==> src/rtl/pwm_pkg.sv <==
// Shared definitions for the multi-channel PWM generator.
package pwm_pkg;

  typedef enum logic {
    PWM_EDGE   = 1'b0,
    PWM_CENTER = 1'b1
  } pwm_mode_e;

  // Reset duty is half of the full-scale count.
  function automatic logic [31:0] reset_duty(input int unsigned width);
    return 32'd1 << (width - 1);
  endfunction

endpackage

==> src/rtl/pwm_channel.sv <==
// One PWM compare channel: active duty register, compare, inversion and output register.
module pwm_channel
  import pwm_pkg::*;
#(
  parameter int unsigned WIDTH = 12
) (
  input  logic             clk_i,
  input  logic             rst_i,
  input  logic             en_i,
  input  logic             load_i,
  input  logic [WIDTH-1:0] count_i,
  input  logic [WIDTH-1:0] duty_i,
  input  logic             invert_i,
  output logic             pwm_o
);

  localparam logic [WIDTH-1:0] DutyRst = WIDTH'(reset_duty(WIDTH));

  logic [WIDTH-1:0] duty_q, duty_d;
  logic             pwm_q, pwm_d;

  always_comb begin
    duty_d = load_i ? duty_i : duty_q;
    pwm_d  = en_i ? ((count_i < duty_q) ^ invert_i) : invert_i;
  end

  always_ff @(posedge clk_i or posedge rst_i) begin
    if (rst_i) begin
      duty_q <= DutyRst;
      pwm_q  <= 1'b0;
    end else begin
      duty_q <= duty_d;
      pwm_q  <= pwm_d;
    end
  end

  assign pwm_o = pwm_q;

endmodule

==> src/rtl/pwm_multi.sv <==
// Multi-channel PWM: shared edge/center-aligned period counter with
// double-buffered period, mode and duty updates applied at period boundaries.
module pwm_multi
  import pwm_pkg::*;
#(
  parameter int unsigned WIDTH    = 12,
  parameter int unsigned CHANNELS = 4
) (
  input  logic                      iCLK,
  input  logic                      iReset,
  input  logic                      iEnable,
  input  logic                      iCenter,
  input  logic [WIDTH-1:0]          iPeriod,
  input  logic [CHANNELS*WIDTH-1:0] iDuty,
  input  logic [CHANNELS-1:0]       iInvert,
  input  logic                      iLoad,
  output logic [CHANNELS-1:0]       oPWM,
  output logic                      oPeriodEnd,
  output logic                      oLoadDone
);

  localparam logic [WIDTH-1:0] One = WIDTH'(1);

  logic [WIDTH-1:0] cnt_q, cnt_d;
  logic [WIDTH-1:0] period_q, period_d;
  pwm_mode_e        center_q, center_d;
  logic             down_q, down_d;
  logic             pending_q, pending_d;
  logic             period_end_q, period_end_d;
  logic             load_done_q, load_done_d;

  logic at_top, terminal, load_req, apply;

  always_comb begin
    at_top   = (cnt_q == period_q);
    // In center mode the peak also ends the period when P==1 (sequence 0,1).
    if (period_q == '0)
      terminal = 1'b1;
    else if (center_q == PWM_EDGE)
      terminal = at_top;
    else
      terminal = (cnt_q == One) && (down_q || at_top);

    load_req = pending_q | iLoad;
    apply    = load_req && (!iEnable || terminal);

    cnt_d  = cnt_q;
    down_d = down_q;
    if (!iEnable || terminal) begin
      cnt_d  = '0;
      down_d = 1'b0;
    end else if (center_q == PWM_CENTER) begin
      cnt_d  = (down_q || at_top) ? cnt_q - One : cnt_q + One;
      down_d = down_q | at_top;
    end else begin
      cnt_d = cnt_q + One;
    end

    pending_d    = apply ? 1'b0 : load_req;
    period_d     = apply ? iPeriod : period_q;
    center_d     = apply ? pwm_mode_e'(iCenter) : center_q;
    period_end_d = iEnable && terminal;
    load_done_d  = apply;
  end

  always_ff @(posedge iCLK or posedge iReset) begin
    if (iReset) begin
      cnt_q        <= '0;
      period_q     <= '1;
      center_q     <= PWM_EDGE;
      down_q       <= 1'b0;
      pending_q    <= 1'b0;
      period_end_q <= 1'b0;
      load_done_q  <= 1'b0;
    end else begin
      cnt_q        <= cnt_d;
      period_q     <= period_d;
      center_q     <= center_d;
      down_q       <= down_d;
      pending_q    <= pending_d;
      period_end_q <= period_end_d;
      load_done_q  <= load_done_d;
    end
  end

  for (genvar c = 0; c < CHANNELS; c++) begin : g_ch
    pwm_channel #(
      .WIDTH(WIDTH)
    ) u_ch (
      .clk_i   (iCLK),
      .rst_i   (iReset),
      .en_i    (iEnable),
      .load_i  (apply),
      .count_i (cnt_q),
      .duty_i  (iDuty[c*WIDTH +: WIDTH]),
      .invert_i(iInvert[c]),
      .pwm_o   (oPWM[c])
    );
  end

  assign oPeriodEnd = period_end_q;
  assign oLoadDone  = load_done_q;

endmodule

==> config.mk <==
export PLATFORM = sky130hd
export DESIGN_NAME = pwm_multi
export DESIGN_NICKNAME = d
export VERILOG_FILES = /design/src/rtl/pwm_pkg.sv /design/src/rtl/pwm_channel.sv /design/src/rtl/pwm_multi.sv
export SDC_FILE = /design/constraint.sdc
export NUM_CORES = 1
export LEC_CHECK = 0
export CAP_MARGIN = 0
export CORE_MARGIN = 2
export CORE_UTILIZATION = 49
export CTS_BUF_LIST = sky130_fd_sc_hd__clkbuf_8
export DETAILED_ROUTE_END_ITERATION = 12
export GPL_ROUTABILITY_DRIVEN = 0
export HOLD_SLACK_MARGIN = 0.08
export PLACE_DENSITY = 0.81
export SYNTH_ARGS = -nofsm -noshare
export SYNTH_HDL_FRONTEND = slang
export SYNTH_SLANG_ARGS = --single-unit
==> constraint.sdc <==
create_clock -name iCLK -period 3.27 [get_ports iCLK]
set_input_delay 0.654 -clock iCLK [delete_from_list [all_inputs] [get_ports iCLK]]
set_output_delay 0.654 -clock iCLK [all_outputs]
set_load 0.005 [all_outputs]
### After elaboration in Yosys (flattened, before gate mapping)

Index checks and enable logic that the tools add are counted.

* bitwise logic cells: 6
* reduce and logical (&&, ||, !) cells: 8
* divide/modulo/power cells: 0
* multipliers: 0
* shifts and indexed selects: 0
* $lt $le $gt $ge: 4
* add/subtract/negate cells: 2
* equality and inequality tests: 2
* multiplexer cells: 12

Operators by type and width (number)
* 12-bit less-than comparator: 4
* 12-bit 2-to-1 mux: 3
* 12-bit by 1-bit adder with 12-bit output (second input constant): 1
* 12-bit by 1-bit equality test with 1-bit output (second input constant): 1
* 12-bit equality test: 1
* 12-bit zero test: 1
* 12-bit by 1-bit subtractor with 12-bit output (second input constant): 1
* 1-bit 2-to-1 mux: 9
* 1-bit bitwise XOR: 4
* 1-bit logical AND: 3
* 1-bit logical OR: 2
* 1-bit bitwise OR: 2
* 2-bit nonzero test: 1
* 1-bit zero test: 1

* memory bits (writable): 0
* memories kept: 0
* output and inout bits: 6
* logic and storage cells: 49
* bits in registers: 81
* bits in latches: 0
* input port bits: 69
* bits in read-only memories: 0

### Depth between registers and ports, before layout

* depth in word-level cells: 8
* gate-level depth with buffers: 9
* mapped depth without buffers: 8

### Hierarchy

From an unflattened synthesis, not the netlist that was laid out.

* cell total of the unflattened synthesis: 486
* area, all modules: 4792.1 um^2

By module, submodules not included
* pwm_channel: times used 4, seq. area each 326.6 um^2, area an instance 750.7 um^2, cells an instance 79
* pwm_multi: times used 1, seq. area each 740.7 um^2, area an instance 1789.2 um^2, cells an instance 170

### Worst setup path after synthesis

No wires, ideal clock.

* kind: register to register
* from: register cnt_q[3]
* to: register center_q
* path slack: 794 ps
* required time: 3145 ps
* buffers on the path: 3
* arrival: 2351 ps
* stages on the path, launching flop included: 10
* period minus slack after synthesis: 2476 ps
* setup time: 125 ps
* path through: dfrtp_1 buf_2 or4_4 nor2_2 a21boi_1 o211ai_2 and2b_1 buf_12 buf_12 mux2_4

* cells in the longest elaborated chain, start to end: 7
* elaborated cells on any way between the ends: 8
* those cells by class: 2 x eq/ne; 2 x mux; 4 x reduce/logical

RTL lines
* from (decl): line pwm_multi.sv:24 `logic [WIDTH-1:0] cnt_q, cnt_d;`
* from (signal assigned): line pwm_multi.sv:76 `cnt_q <= cnt_d;`
* 12-bit equality test: line pwm_multi.sv:35 `at_top = (cnt_q == period_q);`
* 1-bit logical OR: line pwm_multi.sv:42 `terminal = (cnt_q == One) && (down_q || at_top);`
* 1-bit logical AND: line pwm_multi.sv:42
* 1-bit 2-to-1 mux (*): line pwm_multi.sv:39 `else if (center_q == PWM_EDGE)`
* 1-bit 2-to-1 mux (*): line pwm_multi.sv:37 `if (period_q == '0)`
* 1-bit logical OR (*): line pwm_multi.sv:45 `apply = load_req && (!iEnable || terminal);`
* 1-bit logical AND (*): line pwm_multi.sv:45
* to (signal assigned): line pwm_multi.sv:78 `center_q <= center_d;`
* to (decl): line pwm_multi.sv:26 `pwm_mode_e center_q, center_d;`

Mark *: on every way between the ends. The rest lies on a longest branch, timed or not.
A chain may end at the register's enable or synchronous reset.

### Worst setup path in the final report

* from: register cnt_q[4]
* to: register g_ch[1].u_ch.duty_q[4]

* cells in the longest elaborated chain, start to end: 7
* elaborated cells on any way between the ends: 8
* those cells by class: 2 x eq/ne; 2 x mux; 4 x reduce/logical

RTL lines
* 12-bit equality test: line pwm_multi.sv:35
* 1-bit logical OR: line pwm_multi.sv:42
* 1-bit logical AND: line pwm_multi.sv:42
* 1-bit 2-to-1 mux (*): line pwm_multi.sv:39
* 1-bit 2-to-1 mux (*): line pwm_multi.sv:37
* 1-bit logical OR (*): line pwm_multi.sv:45
* 1-bit logical AND (*): line pwm_multi.sv:45
* to (signal assigned): line pwm_channel.sv:29 `duty_q <= DutyRst;`
* to (signal assigned): line pwm_channel.sv:32 `duty_q <= duty_d;`
* to (decl): line pwm_channel.sv:19 `logic [WIDTH-1:0] duty_q, duty_d;`

Marked as above.

==> results by group <==
GRT
  – Vias in the first global route: 3743
  – Total gr overflow: 0
  – Initial antenna violation count: 0
  – Overall Global Routing Usage: a little over a fifth
  – First-pass GRT wire length: 18500 um
  – Largest net degree at the start of global routing: 82

Clock tree
  – Hold_buf cts: 0
  – Sink Count: roughly 80
  – Clk root buf: clkbuf_8
  – PostCTS Resize Cnt: 0
  – H-tree lvl count: 3
  – Worst-Skew Late Latency: about 0.37 ns
  – Clock-pin slew on the worst setup and hold paths: 0.08 ns
  – Clock Tree Buf Depth: 2
  – Post-CTS setup buffers: 0
  – CTS tree: built
  – CTS buffer count: 9

Drt
  – Post-DR vias/cell: ~5.4
  – Routed WL: 11300 um
  – Vias: 3496
  – 1st-iter DRT viols: 203
  – DRT Pass-1 Iters: 4
  – Drt wl/cell: 17.4 um
  – ANT nets after route: 0
  – DR DRC count: 0

Logic synthesis
  – Avg Cell Area, Syn: approximately 12 um2
  – Syn nets: 544
  – Post-synth EDFFs: 0
  – XOR/XNOR Fraction of Synth Area: under 10%
  – FFs w/ async S/R, synth: 100%
  – Post-synthesis simple-gate area fraction: 10.4%
  – Mux share of post-synthesis cell area: 18.3%
  – Post-Synth Adder-Cell Area: between 10% and 20%
  – Netlist cell types: 52
  – Sequential cell area fraction in the yosys report: 39.9%
  – Yosys reg bits: 81
  – Synth Instances: about 430
  – YS warnings: 0
  – Post-synthesis compound-gate area fraction: 8.19%
  – Dominant synthesized flop cell: dfrtp_1
  – Largest family of logic cells by synthesized area: multiplexers
  – Synth Cell Area: 0.00513 mm2

Run status
  – Status: finished, final reports clean

Place
  – Buffers on Ports: 74
  – DP HPWL: roughly 8200 um

Critical path
  – Critical Path Source: cnt_q[4]$_DFF_PP0_
  – CP required: 3.53 ns
  – Critical Path Fanout Max: 26
  – RR Startpoint: cnt_q[4]$_DFF_PP0_
  – Critical setup path kind: flop to flop
  – CP endpoint kind: flop
  – Critical path launch point type: flop
  – Data arrival, critical path: 3.05 ns

Layout
  – Util after Layout: between 60% and 70%
  – Synthesis-to-finish area growth: 20.9%
  – Nets: 625
  – Most frequent cells in the layout: clkdlybuf4s50_1 (74), dfrtp_1 (65), mux2_4 (59), inv_1 (48), ha_1 (47)
  – Most common cell after layout, fill and taps aside: clkdlybuf4s50_1
  – Layout cells sized above 1: ~23%
  – Diode count: 0

Die
  – Die X: 106 um
  – Initial core utilization: between 50% and 60%
  – Core Box Area: roughly 0.010 mm2
  – Die height: 106 um
  – # IOs: between 70 and 80
  – Row count: 37
  – Floorplan die area: 0.0113 mm2

Min path
  – Worst min-delay path class: flop to flop
  – Worst min-delay path startpoint: g_ch[1].u_ch.duty_q[4]$_DFFE_PP0P_

STA
  – Achievable Freq: 358 MHz
  – Fin. max-slew vios: 0
  – Clk_skew: 0.00724 ns
  – Fin crit period: about 2.8 ns
  – Final setup viols: 0
  – Setup_tns: 0 ns
  – Hold Vio Cnt, Final: 0
  – Worst-Margin Slew: 0.483 ns
  – Period utilization: 85.3%
  – Slew margin rel.: 67.5%
  – RSZ-0062 raised after global routing: no

Power and ir drop
  – Peak supply drop: ~0.00018 V
  – PD cells: 436 mW/mm2
  – Static leakage: 3.09 nW

Flow run
  – Max cap viols: 0
synth_stat cells, types with 3 or more instances:
cell	number	area (um2)
a2111oi_0	5	43.8
nand3_1	9	45.0
xor2_1	15	131
ha_1	47	588
and3_1	4	25.0
dfrtp_1	65	1630
nor3_1	9	45.0
nor2_1	17	63.8
dfstp_2	16	420
a21o_1	14	105
buf_4	4	30.0
mux2_4	59	886
a211oi_1	6	45.0
xnor2_1	8	70.1
and4_1	4	35.0
nand2_1	6	22.5
inv_1	48	180
nand4_1	5	31.3
a21oi_1	8	40.0
buf_12	7	140
buf_2	4	20.0
nor3b_1	3	22.5
o21ai_0	12	60.1
o21a_1	3	22.5
nand3b_1	3	22.5
and2_1	4	25.0
nor4_1	6	37.5
mux2i_1	3	30.0
nand2b_1	6	37.5
through the flow:
stage	instance area (um2)	std cells	total power, W	setup WS, ns	hold WS, ns
after floorplan	5130	428	0.00168	0.562	0.458
after global placement	5970	634	0.00184	0.641	0.474
after detailed placement	5970	634	0.00188	0.531	0.492
after CTS	6200	650	0.00273	0.518	0.522
after global routing	6200	650	0.00284	0.292	0.532
final	6200	650	0.00270	0.480	0.519
power breakdown:
part	switching (W)	total [W]	internal, W	leakage (nW)
registers	0.000102	0.00125	0.00115	0.960
logic	0.000245	0.000607	0.000362	2.01
clock network	0.000373	0.000844	0.000470	0.121
total	0.000720	0.00270	0.00198	3.09
cell families (layout without fill, tap and decap cells):
kind of cell / after synthesis / count (layout)
and+or+nand+nor: 87 / 87
DFF: 81 / 81
buffers and inverters: 67 / 153
AOI/OAI and AO/OA: 59 / 59
adders and majority gates: 47 / 47
xor gates and xnor gates: 23 / 23
muxes: 64 / 64
routing by layer:
metal	global-route usage (%)	wire, um
met1	27.7	5070
met2	35.3	5350
met3	4.97	683
met4	7.71	225
met5	0	0
path summary, 6_finish.rpt:
| kind | end | slack [ns] | depth (start not counted) |
|---|---|---|---|
| max in group asynchronous | g_ch[2].u_ch.duty_q[11]$_DFFE_PP1P_ | 2.21 | 3 |
| worst min register to register | g_ch[1].u_ch.duty_q[4]$_DFFE_PP0P_ | 0.52 | 1 |
| worst min-delay path | g_ch[1].u_ch.duty_q[4]$_DFFE_PP0P_ | 0.52 | 1 |
| min in group asynchronous | g_ch[3].u_ch.duty_q[6]$_DFFE_PP0P_ | 0.70 | 3 |
| worst max-delay path | g_ch[1].u_ch.duty_q[4]$_DFFE_PP0P_ | 0.48 | 7 |
| worst max register to register | g_ch[1].u_ch.duty_q[4]$_DFFE_PP0P_ | 0.48 | 7 |
critical path, stage by stage, from the launching register on:
cell and delay [ns]:
dfrtp_1 0.57, xor2_1 0.19, nor4_2 0.50, a31oi_1 0.19
o211ai_2 0.19, and2b_4 0.39, buf_12 0.27, mux2_1 0.35
final cells by class:
type	count	area (um2)
clock buffer	11	151
clock inverter	5	77.6
fill	780	4030
inverter	48	180
multi-input combinational	280	2690
sequential	81	2050
tap	136	170
timing repair buffer	89	891
sequential cells by signal (all words and copies together), names as in the netlist:
| register | cells |
|---|---|
| g_ch.u_ch.pwm_o | 4 |
| pending_q | 1 |
| oPeriodEnd | 1 |
| down_q | 1 |
| center_q | 1 |
| cnt_q | 12 |
| g_ch.u_ch.duty_q | 48 |
| oLoadDone | 1 |
| period_q | 12 |
Power figures use the tool's default switching activity.
